File: config.mk
export PLATFORM = sky130hd
export DESIGN_NAME = multicycle_control
export DESIGN_NICKNAME = d
export VERILOG_FILES = /design/src/rtl/multicycle_control.sv
export SDC_FILE = /design/constraint.sdc
export NUM_CORES = 1
export LEC_CHECK = 0
export ABC_AREA = 1
export BUFFER_PORTS_ARGS = -buffer_cell sky130_fd_sc_hd__buf_2
export CAP_MARGIN = 20
export CORE_AREA = 2 2 58 60
export CTS_CLUSTER_DIAMETER = 80
export DETAILED_ROUTE_END_ITERATION = 16
export DIE_AREA = 0 0 60 62
export PLACE_DENSITY = 0.77
export SLEW_MARGIN = 20
export SYNTH_ARGS = -nofsm -noshare
export SYNTH_HDL_FRONTEND = slang
export SYNTH_SLANG_ARGS = --single-unit
File: constraint.sdc
create_clock -name clk -period 1.7 [get_ports clk]
set_clock_uncertainty 0.2 [all_clocks]
set_input_delay 0 -clock clk [delete_from_list [all_inputs] [get_ports clk]]
set_output_delay 0 -clock clk [all_outputs]
set_load 0.01 [all_outputs]
File: src/rtl/multicycle_control.sv
// Main control FSM of the multicycle processor.
// Sequences fetch/decode/exec/mem/wb and counts retired instructions.
module multicycle_control #(
    parameter int WIDTH_OPCODE      = 5,
    parameter int REGFILE_ADDR_BITS = 2,
    parameter int COUNT_WIDTH       = 16
) (
    input  logic                         clk,
    input  logic                         rst_n,
    input  logic [WIDTH_OPCODE-1:0]      opcode,
    input  logic [REGFILE_ADDR_BITS-1:0] reg_dest,
    input  logic                         mem_ready,
    input  logic                         alu_done,
    input  logic                         cmp_eq,
    input  logic                         cmp_lt,
    output logic                         mem_read,
    output logic                         mem_write,
    output logic                         iord,
    output logic                         ir_write,
    output logic                         pc_write,
    output logic                         pc_src,
    output logic [2:0]                   alu_op,
    output logic                         alu_src_imm,
    output logic                         alu_start,
    output logic                         reg_write,
    output logic                         mem_to_reg,
    output logic                         illegal_op,
    output logic [COUNT_WIDTH-1:0]       instret,
    output logic [2:0]                   state
);

    typedef enum logic [2:0] {
        FETCH    = 3'd0,
        DECODE   = 3'd1,
        EXEC     = 3'd2,
        ALU_WAIT = 3'd3,
        MEM_RD   = 3'd4,
        MEM_WR   = 3'd5,
        WB       = 3'd6
    } state_t;

    localparam logic [WIDTH_OPCODE-1:0] OP_NOP  = WIDTH_OPCODE'(0);
    localparam logic [WIDTH_OPCODE-1:0] OP_ADD  = WIDTH_OPCODE'(1);
    localparam logic [WIDTH_OPCODE-1:0] OP_ADDI = WIDTH_OPCODE'(2);
    localparam logic [WIDTH_OPCODE-1:0] OP_SUB  = WIDTH_OPCODE'(3);
    localparam logic [WIDTH_OPCODE-1:0] OP_MULT = WIDTH_OPCODE'(5);
    localparam logic [WIDTH_OPCODE-1:0] OP_DIV  = WIDTH_OPCODE'(7);
    localparam logic [WIDTH_OPCODE-1:0] OP_LR   = WIDTH_OPCODE'(8);
    localparam logic [WIDTH_OPCODE-1:0] OP_SR   = WIDTH_OPCODE'(9);
    localparam logic [WIDTH_OPCODE-1:0] OP_BLEQ = WIDTH_OPCODE'(13);
    localparam logic [WIDTH_OPCODE-1:0] OP_AND  = WIDTH_OPCODE'(14);
    localparam logic [WIDTH_OPCODE-1:0] OP_BEQ  = WIDTH_OPCODE'(18);
    localparam logic [WIDTH_OPCODE-1:0] OP_BNEQ = WIDTH_OPCODE'(19);
    localparam logic [WIDTH_OPCODE-1:0] OP_BGEQ = WIDTH_OPCODE'(22);
    localparam logic [WIDTH_OPCODE-1:0] OP_BGT  = WIDTH_OPCODE'(23);
    localparam logic [WIDTH_OPCODE-1:0] OP_MOV  = WIDTH_OPCODE'(27);

    localparam logic [2:0] ALU_ADD  = 3'd0;
    localparam logic [2:0] ALU_SUB  = 3'd1;
    localparam logic [2:0] ALU_AND  = 3'd2;
    localparam logic [2:0] ALU_MUL  = 3'd3;
    localparam logic [2:0] ALU_DIV  = 3'd4;
    localparam logic [2:0] ALU_PASS = 3'd5;

    state_t     cur, nxt;
    logic       retire;
    logic       is_alu, is_addi, is_md, is_mem, is_br, is_nop;
    logic       br_taken;
    logic [2:0] ex_op;

    always_ff @(posedge clk) begin
        if (!rst_n) begin
            cur     <= FETCH;
            instret <= '0;
        end else begin
            cur <= nxt;
            if (retire)
                instret <= instret + COUNT_WIDTH'(1);
        end
    end

    assign state = cur;

    // Opcode classification; unsupported opcodes leave every flag low.
    always_comb begin
        is_alu   = 1'b0;
        is_addi  = 1'b0;
        is_md    = 1'b0;
        is_mem   = 1'b0;
        is_br    = 1'b0;
        is_nop   = 1'b0;
        br_taken = 1'b0;
        ex_op    = ALU_ADD;
        case (opcode)
            OP_NOP:  is_nop = 1'b1;
            OP_ADD:  is_alu = 1'b1;
            OP_SUB:  begin is_alu = 1'b1; ex_op = ALU_SUB;  end
            OP_AND:  begin is_alu = 1'b1; ex_op = ALU_AND;  end
            OP_MOV:  begin is_alu = 1'b1; ex_op = ALU_PASS; end
            OP_ADDI: is_addi = 1'b1;
            OP_MULT: begin is_md = 1'b1; ex_op = ALU_MUL; end
            OP_DIV:  begin is_md = 1'b1; ex_op = ALU_DIV; end
            OP_LR:   is_mem = 1'b1;
            OP_SR:   is_mem = 1'b1;
            OP_BLEQ: begin is_br = 1'b1; br_taken = cmp_lt | cmp_eq;   end
            OP_BEQ:  begin is_br = 1'b1; br_taken = cmp_eq;            end
            OP_BNEQ: begin is_br = 1'b1; br_taken = !cmp_eq;           end
            OP_BGEQ: begin is_br = 1'b1; br_taken = !cmp_lt;           end
            OP_BGT:  begin is_br = 1'b1; br_taken = !cmp_lt && !cmp_eq; end
            default: ;
        endcase
    end

    always_comb begin
        nxt         = cur;
        retire      = 1'b0;
        mem_read    = 1'b0;
        mem_write   = 1'b0;
        iord        = 1'b0;
        ir_write    = 1'b0;
        pc_write    = 1'b0;
        pc_src      = 1'b0;
        alu_op      = ALU_ADD;
        alu_src_imm = 1'b0;
        alu_start   = 1'b0;
        reg_write   = 1'b0;
        mem_to_reg  = 1'b0;
        illegal_op  = 1'b0;
        unique case (cur)
            FETCH: begin
                mem_read = 1'b1;
                if (mem_ready) begin
                    ir_write = 1'b1;
                    pc_write = 1'b1;
                    nxt      = DECODE;
                end
            end
            DECODE: nxt = EXEC;
            EXEC: begin
                unique case (1'b1)
                    is_alu: begin
                        alu_op = ex_op;
                        nxt    = WB;
                    end
                    is_addi: begin
                        alu_src_imm = 1'b1;
                        nxt         = WB;
                    end
                    is_md: begin
                        alu_op    = ex_op;
                        alu_start = 1'b1;
                        nxt       = alu_done ? WB : ALU_WAIT;
                    end
                    is_mem: begin
                        alu_src_imm = 1'b1;
                        nxt = (opcode == OP_LR) ? MEM_RD : MEM_WR;
                    end
                    is_br: begin
                        alu_op   = ALU_SUB;
                        pc_write = br_taken;
                        pc_src   = br_taken;
                        retire   = 1'b1;
                        nxt      = FETCH;
                    end
                    is_nop: begin
                        retire = 1'b1;
                        nxt    = FETCH;
                    end
                    default: begin
                        illegal_op = 1'b1;
                        nxt        = FETCH;
                    end
                endcase
            end
            // Remainder of a multi-cycle EXEC; the start pulse is not repeated.
            ALU_WAIT: begin
                alu_op = ex_op;
                if (alu_done)
                    nxt = WB;
            end
            MEM_RD: begin
                iord     = 1'b1;
                mem_read = 1'b1;
                if (mem_ready)
                    nxt = WB;
            end
            MEM_WR: begin
                iord      = 1'b1;
                mem_write = 1'b1;
                if (mem_ready) begin
                    retire = 1'b1;
                    nxt    = FETCH;
                end
            end
            WB: begin
                reg_write  = (reg_dest != '0);
                mem_to_reg = (opcode == OP_LR);
                retire     = 1'b1;
                nxt        = FETCH;
            end
            default: nxt = FETCH;
        endcase
    end

endmodule

==> flow_metrics.tcl, run 1 <==
set metrics [dict create \
    status "complete, no violations" \
    place_congestion 0.894 \
    critical_path_buf_inv_count 3 \
    final_area_um2 2030 \
    period_needed_ns 1.62 \
    insertion_delay_ns 0.31 \
    antenna_found_initial 0 \
    tightest_slew_ns 0.307 \
    cts-buffers-inserted 3 \
    synthAdderAreaFrac_pct 0.828 \
    synth_area_leaders "dfxtp_1 25%, nand2_1 18%, nand3_1 11%, nor2_1 9.7%, inv_1 7.7%" \
    grt_pass1_vias 1556 \
    dp.final_hpwl_mm 3.24 \
    path_clk_slew_ns 0.11 \
    finalCritPeriodShare_pct 95.2 \
    clockBufferDepth 2 \
    rows 21 \
    port_buffers 45 \
    synth-compound-area-share_pct 12.4 \
    die_x_um 60 \
    worstSetupPathType "reg2out" \
    worst_slack_ns 0.0819 \
    netlist.top_cell.by_area "dfxtp_1" \
    fin_util_pct 64.0 \
    final_layout_size_suffix_gt1_share_pct 27.0 \
    io_pins 46 \
    cp-end-kind "primary output" \
    cts_max_level 1 \
    synthCells 260 \
    grt_pass1_wl_mm 6.76 \
    dieArea_um2 3720 \
    firstDrtPassIters 7 \
    start_util_pct 47.5 \
    hold_violations 0 \
    vias 1918 \
    cp_top_family "flip-flops" \
    gr-total-overflow 0 \
    yosysTopAreaCellShare_pct 25.2 \
    grt_use_total_pct 23.6 \
    drc_errors 0 \
    setup_viol 0 \
    fp.dieH_um 62 \
    fillers 288 \
    diodes 0 \
    powerDensity_nw_per_um2 416 \
    place_ws_ns 0.0569 \
    crit_slowest_cell "dfxtp_4" \
    synth_top_family_by_area "simple AND/OR/NAND/NOR gates" \
    place_area_um2 1880 \
    syn_avg_cell_area_um2 5.81 \
    avgRoutedWirePerCell_um 11.5 \
    crit_path_max_incr_delay_ns 0.39 \
    p_sw_mw 0.246 \
    pwr-share-comb_pct 17.5 \
    max_freq_mhz 618 \
    drt-initial-drc-count 111 \
    crit_chain "nor2_4 > nand2_2 > inv_2 > nand2_4 > buf_12 > o21ai_0 > buf_2" \
    synthSimpleGateAreaFrac_pct 46.9 \
    vias_per_cell 5.10 \
    syn2layout_area_growth_pct 34.5 \
    yosys_warnings 0 \
    p_seq_share_pct 53.7 \
    hp-class "in2reg" \
    synth_area_um2 1510 \
    drv_cap 0 \
    synth_cell_type_count 26 \
    cp-start-kind "register" \
    synth_xor_area_share_pct 4.06 \
    p_int_mw 0.599 \
    cp.required_ns 1.50 \
    arrival_ns 1.42 \
    syn-num-nets 274 \
    p_clk_share_pct 28.8 \
    wl_mm 4.34 \
    seq_area_frac_synth_pct 25.2 \
    ant_nets 0 \
    p_leak_nw 1.01 \
    fp.coreArea_um2 3180 \
    slew_headroom_pct 79.5 \
    ir_worst_vdd_mv 0.223 \
    synth.mux.area_fraction_pct 0 \
    power_mw 0.846 \
    ys_ff_latch 19 \
    cts_tree "built" \
    cts-root-buf "clkbuf_4" \
    layout.nets 345 \
    grt_max_degree 19 \
    drv_slew 0 \
    worst-path-max-fanout 12 \
    sw_frac_of_total_pct 29.1 \
    cts.sinks 19 \
]
-- area by class of cell --
cell class / instances / area (um2) / area share, %
flip-flops and latches: 19 / 387 / 19.0
repair buffers: 71 / 448 / 22.0
multi-input cells: 203 / 991 / 48.7
well taps: 46 / 57.6 / 2.83
clock buffers: 4 / 26.3 / 1.29
inverters: 33 / 124 / 6.09
-- repair_timing --
item,4_1_cts,5_1_grt
setup endpoints to repair,2,17
hold endpoints to repair,19,0
hold buffers,6,0
pin swaps,1,0
buffers inserted,3,2
gates resized for setup,5,6
-- placed cells by master, fill, tap and decap left out --
cell / Yosys / layout
dfxtp_1: 19 / 16
dfxtp_2: 0 / 2
inv_1: 31 / 30
nor2_4: 1 / 2
nand2_4: 2 / 2
clkbuf_1: 1 / 1
nor3_1: 6 / 5
a211oi_1: 1 / 1
dlygate4sd3_1: 0 / 6
buf_4: 0 / 19
o21ai_0: 7 / 7
clkinv_1: 1 / 1
a21oi_1: 17 / 17
nor2_2: 2 / 5
buf_12: 0 / 1
nand4_1: 8 / 8
buf_2: 2 / 45
xor2_1: 5 / 5
nor3_2: 0 / 1
inv_2: 1 / 2
ha_1: 1 / 1
clkbuf_4: 0 / 3
nand3_1: 32 / 32
dfxtp_4: 0 / 1
a21oi_2: 3 / 3
o211a_1: 1 / 1
nand2_2: 1 / 1
o21ai_2: 2 / 2
a31oi_1: 1 / 1
nand2_1: 72 / 72
nor2_1: 39 / 35
xnor2_1: 2 / 2
-- routing by layer --
layer	share of wire (%)	GRT usage [%]
met2	50	40.8
met1	43	30.3
met5	0	0
met4	1.9	8.57
met3	5.5	2.90
-- metrics by stage --
| stage | setup TNS (ns) | instances | hold WS [ns] |
|---|---|---|---|
| 5_1_grt | -0.000822 | 376 | 0.0983 |
| 2_1_floorplan | 0 | 260 | -0.146 |
| 3_3_place_gp | 0 | 361 | 0.0549 |
| 6_report | 0 | 376 | 0.00287 |
| 3_5_place_dp | 0 | 361 | 0.0534 |
| 4_1_cts | 0 | 374 | 0.00590 |
-- logic make-up after synthesis --
group | count (synthesis)
AOI/OAI and AO/OA | 32
xor gates and xnor gates | 7
adders and majority gates | 1
buffers and inverters | 38
DFF | 19
and+or+nand+nor | 163
-- final timing paths --
check | from | end | slack, ns | cells past startpoint
max | state[2] | alu_op[0] | 0.08 | 7
min reg2reg | instret[15] | instret[15] | 0.32 | 2
max reg2reg | state[2] | instret[11] | 0.11 | 8
min | opcode[4] | state[0] | 0.003 | 6
-- cell usage after synthesis --
| cell type | number |
|---|---|
| a211oi_1 | 1 |
| a21oi_1 | 17 |
| a21oi_2 | 3 |
| a31oi_1 | 1 |
| buf_2 | 2 |
| buf_6 | 2 |
| clkbuf_1 | 1 |
| clkinv_1 | 1 |
| dfxtp_1 | 19 |
| ha_1 | 1 |
| inv_1 | 31 |
| inv_2 | 1 |
| nand2_1 | 72 |
| nand2_2 | 1 |
| nand2_4 | 2 |
| nand3_1 | 32 |
| nand4_1 | 8 |
| nor2_1 | 39 |
| nor2_2 | 2 |
| nor2_4 | 1 |
| nor3_1 | 6 |
| o211a_1 | 1 |
| o21ai_0 | 7 |
| o21ai_2 | 2 |
| xnor2_1 | 2 |
| xor2_1 | 5 |
-- worst min-delay path, delay by kind of cell --
kind	cells	cell delay, ns
buffers and inverters	2	0.18
AO/OA/AOI/OAI	2	0.13
AND/OR/NAND/NOR	2	0.18
-- power groups by stage --
stage	clock network (mW)	registers [mW]	logic, mW
final	0.244	0.454	0.148
after global routing	0.257	0.455	0.166
after CTS	0.240	0.453	0.142
after detailed placement	0	0.464	0.127
after global placement	0	0.463	0.127
after floorplan	0	0.465	0.0725
-- state kept, by name (all words and copies together) (netlist names) --
| signal | count |
|---|---|
| instret | 16 |
| state | 3 |
Power figures use the tool's default switching activity.
==> run 2, diff against run 1 <==
Settings changed: GPL_ROUTABILITY_DRIVEN set to 0, RECOVER_POWER set to 25.
==> run 2 against run 1 <==
  * Largest power group unchanged
  * Critical path depth unchanged
  * Utilization about the same
  * Maximum frequency unchanged
  * Cell count unchanged
  * Setup slack unchanged
  * Non-clock buffer count unchanged
  * Critical endpoint unchanged
  * Worst hold slack unchanged
  * Clock power about the same
  * First-iteration DRC count down 1.8%
  * Flip-flop and latch count unchanged
  * Wire length unchanged
  * Clock-buffer cell count unchanged
==> flow_metrics.tcl, run 2 (same netlist as run 1, synthesis figures left out) <==
set metrics [dict create \
    port_buffers 45 \
    slew_headroom_pct 79.5 \
    m1WireLength_mm 1.85 \
    cts-root-buf "clkbuf_4" \
    final_layout_size_suffix_gt1_share_pct 26.7 \
    ant_nets 0 \
    crit_start "state[2]" \
    final_area_um2 2030 \
    dp.final_hpwl_mm 3.24 \
    drv_slew 0 \
    hold_violations 0 \
    fin_cells 376 \
    grt_max_degree 19 \
    arrival_ns 1.42 \
    place_area_um2 1880 \
    reg2reg_depth 8 \
    cts_max_level 1 \
    whs_path_depth 6 \
    status "complete, no violations" \
    setup_viol 0 \
    path_clk_slew_ns 0.11 \
    top_register "instret" \
    grt_pass1_vias 1556 \
    route.met3.wl_um 240 \
    final_cell_mix "72 x nand2_1, 44 x buf_2, 35 x nor2_1" \
    cp.required_ns 1.50 \
    min_from "opcode[4]" \
    fp.coreArea_um2 3180 \
    drv_cap 0 \
    die_x_um 60 \
    ir_worst_vdd_mv 0.223 \
    avgRoutedWirePerCell_um 11.5 \
    critical_path_buf_inv_count 3 \
    insertion_delay_ns 0.31 \
    firstDrtPassIters 7 \
    gr-total-overflow 0 \
    grt_pass1_wl_mm 6.76 \
    io_pins 46 \
    wl_met2_mm 2.16 \
    cts_tree "built" \
    cts-buffers-inserted 3 \
    drc_errors 0 \
    r2r_setup_slack_ns 0.11 \
    start_util_pct 47.5 \
    drt-initial-drc-count 109 \
    worstSetupPathType "reg2out" \
    clockBufferDepth 2 \
    fp.dieH_um 62 \
    cp-start-kind "register" \
    cp-end-kind "primary output" \
    antenna_found_initial 0 \
    period_needed_ns 1.62 \
    cp_top_family "flip-flops" \
    dp_cells 361 \
    r2r_start "state[2]" \
    largest_reg_flops 16 \
    grt_use_total_pct 23.6 \
    worst-path-max-fanout 12 \
    tightest_slew_ns 0.307 \
    crit_chain "nor2_4 > nand2_2 > inv_2 > nand2_4 > buf_12 > o21ai_0 > buf_2" \
    r2r-end "instret[11]" \
    powerDensity_nw_per_um2 416 \
    crit_path_max_incr_delay_ns 0.39 \
    holdPathEnd "state[0]" \
    layout.nets 345 \
    layout_commonest_cell "nand2_1" \
    vias_per_cell 5.10 \
    wl_mm 4.34 \
    p_leak_nw 1.01 \
    rows 21 \
    crit_slowest_cell "dfxtp_4" \
    vias 1917 \
    finalCritPeriodShare_pct 95.2 \
    diodes 0 \
    top_layer "met4" \
    syn2layout_area_growth_pct 34.4 \
    max_freq_mhz 618 \
    whs_ns 0.00287 \
    hp-class "in2reg" \
    cts.sinks 19 \
    dieArea_um2 3720 \
    fillers 289 \
]
==> run 2: what timing repair did <==
item / 4_1_cts / 5_1_grt
setup endpoints to repair: 2 / 17
endpoints found under the hold margin: 19 / 0
resized for setup: 5 / 6
pin swaps: 1 / 0
hold buffers: 6 / 0
buffers inserted: 3 / 2
==> run 2: cell type report <==
type,instances,area (um2),share of cell area (%)
well taps,46,57.6,2.83
multi-input cells,203,991,48.8
repair buffers,71,447,22.0
clock buffers,4,26.3,1.29
flip-flops and latches,19,387,19.0
inverters,33,124,6.10
==> run 2: worst max-delay path by stage <==
stage                     depth (start not counted)  slack [ns]           to
after floorplan                                   7        0.09   instret[8]
after global placement                            7        0.09   instret[2]
after detailed placement                          7        0.06  instret[11]
after CTS                                         7        0.02    alu_op[0]
after global routing                              8     -0.0008   instret[7]
final                                             7        0.08    alu_op[0]
==> run 2: report_power, final <==
part | switching, mW | total (mW) | internal [mW]
Combinational | 0.0879 | 0.148 | 0.0603
Clock | 0.151 | 0.243 | 0.0918
Sequential | 0.00632 | 0.454 | 0.447
Total | 0.246 | 0.845 | 0.599
==> run 2: per-stage QoR <==
step | utilization (%) | total power, mW | worst slack, ns | setup TNS (ns)
after floorplan | - | 0.538 | 0.0909 | 0
after global placement | 59.2 | 0.590 | 0.0873 | 0
after detailed placement | 59.2 | 0.591 | 0.0569 | 0
after CTS | 62.8 | 0.835 | 0.0209 | 0
after global routing | 63.9 | 0.878 | -0.000822 | -0.000822
final | 63.9 | 0.845 | 0.0819 | 0
==> run 2: metal layers <==
| layer | GRT usage [%] | up-vias |
|---|---|---|
| met5 | 0 | - |
| met4 | 8.57 | 0 |
| met3 | 2.90 | 9 |
| met2 | 40.8 | 65 |
| met1 | 30.3 | 866 |
| li1 | - | 977 |
==> run 2: tightest hold or removal path: cells and delay by family <==
kind	cells	cell delay [ns]
and+or+nand+nor	2	0.18
buffers and inverters	2	0.18
AOI/OAI and AO/OA	2	0.13
==> run 3, diff against run 2 <==
Settings changed: CORE_AREA 2 2 58 60 to 2 2 69 71, CTS_CLUSTER_SIZE set to 25, DIE_AREA 0 0 60 62 to 0 0 71 73, PLACE_DENSITY 0.77 to not set.
==> run 3 against run 2 <==
  * Critical path depth stayed put
  * First-iteration DRC count is 28% lower
  * Cell count fell by 0.27%
  * Cell area decreased by 2.0%
  * Clock power is 33% higher
  * Flip-flop and latch count stayed put
  * Worst hold slack improved by 0.044 ns
  * Critical path type unchanged
  * Critical endpoint unchanged
  * Largest power group unchanged
==> flow_metrics.tcl, run 3 (same netlist as run 1, synthesis figures left out) <==
set metrics [dict create \
    status "complete, no violations" \
    dieArea_um2 5180 \
    grt_pass1_vias 1611 \
    io_pins 46 \
    powerDensity_nw_per_um2 462 \
    cts_max_level 1 \
    fp.dieH_um 73 \
    worstSetupPathType "reg2out" \
    diodes 0 \
    path_clk_slew_ns 0.07 \
    crit_path_max_incr_delay_ns 0.36 \
    avgRoutedWirePerCell_um 11.3 \
    layout.nets 336 \
    crit_path_frequent_cell "nand2_4" \
    critical_path_buf_inv_count 3 \
    max_freq_mhz 619 \
    final_layout_size_suffix_gt1_share_pct 25.2 \
    finalCritPeriodShare_pct 95.0 \
    cts_tree "built" \
    cts.sinks 19 \
    antenna_found_initial 0 \
    cts-buffers-inserted 3 \
    ant_nets 0 \
    port_buffers 45 \
    p_leak_nw 0.966 \
    top_register "instret" \
    start_util_pct 33.3 \
    vias 1838 \
    whs_ns 0.0469 \
    power_mw 0.920 \
    period_needed_ns 1.62 \
    cts-root-buf "clkbuf_8" \
    dp.final_hpwl_mm 3.29 \
    place_ws_ns 0.0795 \
    fp.coreArea_um2 4540 \
    crit_chain "nor2_4 > nand2_4 > inv_4 > nand2_4 > buf_12 > o21ai_0 > buf_2" \
    rows 25 \
    crit_slowest_cell "dfxtp_2" \
    wl_mm 4.25 \
    rsz0062_at_grt "true" \
    gr-total-overflow 0 \
    clockBufferDepth 2 \
    cp_top_family "buffers and inverters" \
    cp.required_ns 1.50 \
    grt_max_degree 19 \
    drt-initial-drc-count 79 \
    grt_pass1_wl_mm 6.88 \
    worst_slack_ns 0.0845 \
    drv_slew 0 \
    syn2layout_area_growth_pct 31.7 \
    hold_violations 0 \
    cp-end-kind "primary output" \
    cp-start-kind "register" \
    firstDrtPassIters 5 \
    hp-class "in2reg" \
    layout_commonest_cell "nand2_1" \
    fillers 499 \
    tightest_slew_ns 0.341 \
    drv_cap 0 \
    arrival_ns 1.42 \
    die_x_um 71 \
    vias_per_cell 4.90 \
    slew_headroom_pct 77.1 \
    insertion_delay_ns 0.26 \
    largest_reg_flops 16 \
    ir_worst_vdd_mv 0.258 \
    final_cell_mix "72 x nand2_1, 43 x buf_2, 35 x nor2_1" \
    drc_errors 0 \
    grt_use_total_pct 16.4 \
    setup_viol 0 \
    worst-path-max-fanout 10 \
]
run 3: worst paths after layout:
kind / start / endpoint / slack, ns / cells past startpoint
worst min register to register: instret[15] / instret[15] / 0.31 / 2
worst max-delay path: state[0] / alu_op[0] / 0.08 / 7
worst min-delay path: opcode[2] / state[0] / 0.05 / 5
worst max register to register: instret[0] / instret[8] / 0.15 / 8
run 3: per-layer routing:
metal  GRT usage (%)  part of all wire [%]
met4            6.29                   1.6
met5               0                     0
met3            2.07                   4.0
met1            20.8                    47
met2            28.5                    47
run 3: layout make-up:
class	instances	area, um2	share of cell area [%]
Timing Repair Buffer	62	373	18.7
Sequential cell	19	384	19.3
Multi-Input combinational cell	203	993	49.9
Inverter	33	126	6.35
Clock buffer	3	41.3	2.07
Tap cell	54	67.6	3.39
Clock inverter	1	5.00	0.251
run 3: stage by stage:
| step | instance area, um2 | cells | TNS (ns) | util, % |
|---|---|---|---|---|
| after floorplan | 1510 | 260 | 0 | - |
| final | 1990 | 375 | 0 | 43.9 |
| after global placement | 1870 | 366 | 0 | 41.2 |
| after global routing | 1990 | 375 | -0.0162 | 43.9 |
| after detailed placement | 1870 | 366 | 0 | 41.2 |
| after CTS | 1970 | 375 | 0 | 43.4 |
run 3: what timing repair did:
| action | CTS | global route |
|---|---|---|
| setup buffers | 1 | 0 |
| pin swaps | 1 | 1 |
| hold buffers | 4 | 0 |
| gates resized for setup | 3 | 9 |
| hold endpoints to repair | 3 | 0 |
| endpoints found under the setup margin | 1 | 12 |
run 3: power breakdown:
group          total, mW  internal (mW)  switching [mW]  leakage (nW)
clock network      0.324          0.164           0.161        0.0255
logic              0.140         0.0540          0.0862         0.786
registers          0.455          0.449         0.00682         0.155
total              0.920          0.666           0.254         0.966
run 3: worst min-delay path, delay by kind of cell:
family	cells	cell delay, ns
AOI/OAI and AO/OA	2	0.14
buffers and inverters	1	0.12
and+or+nand+nor	2	0.21
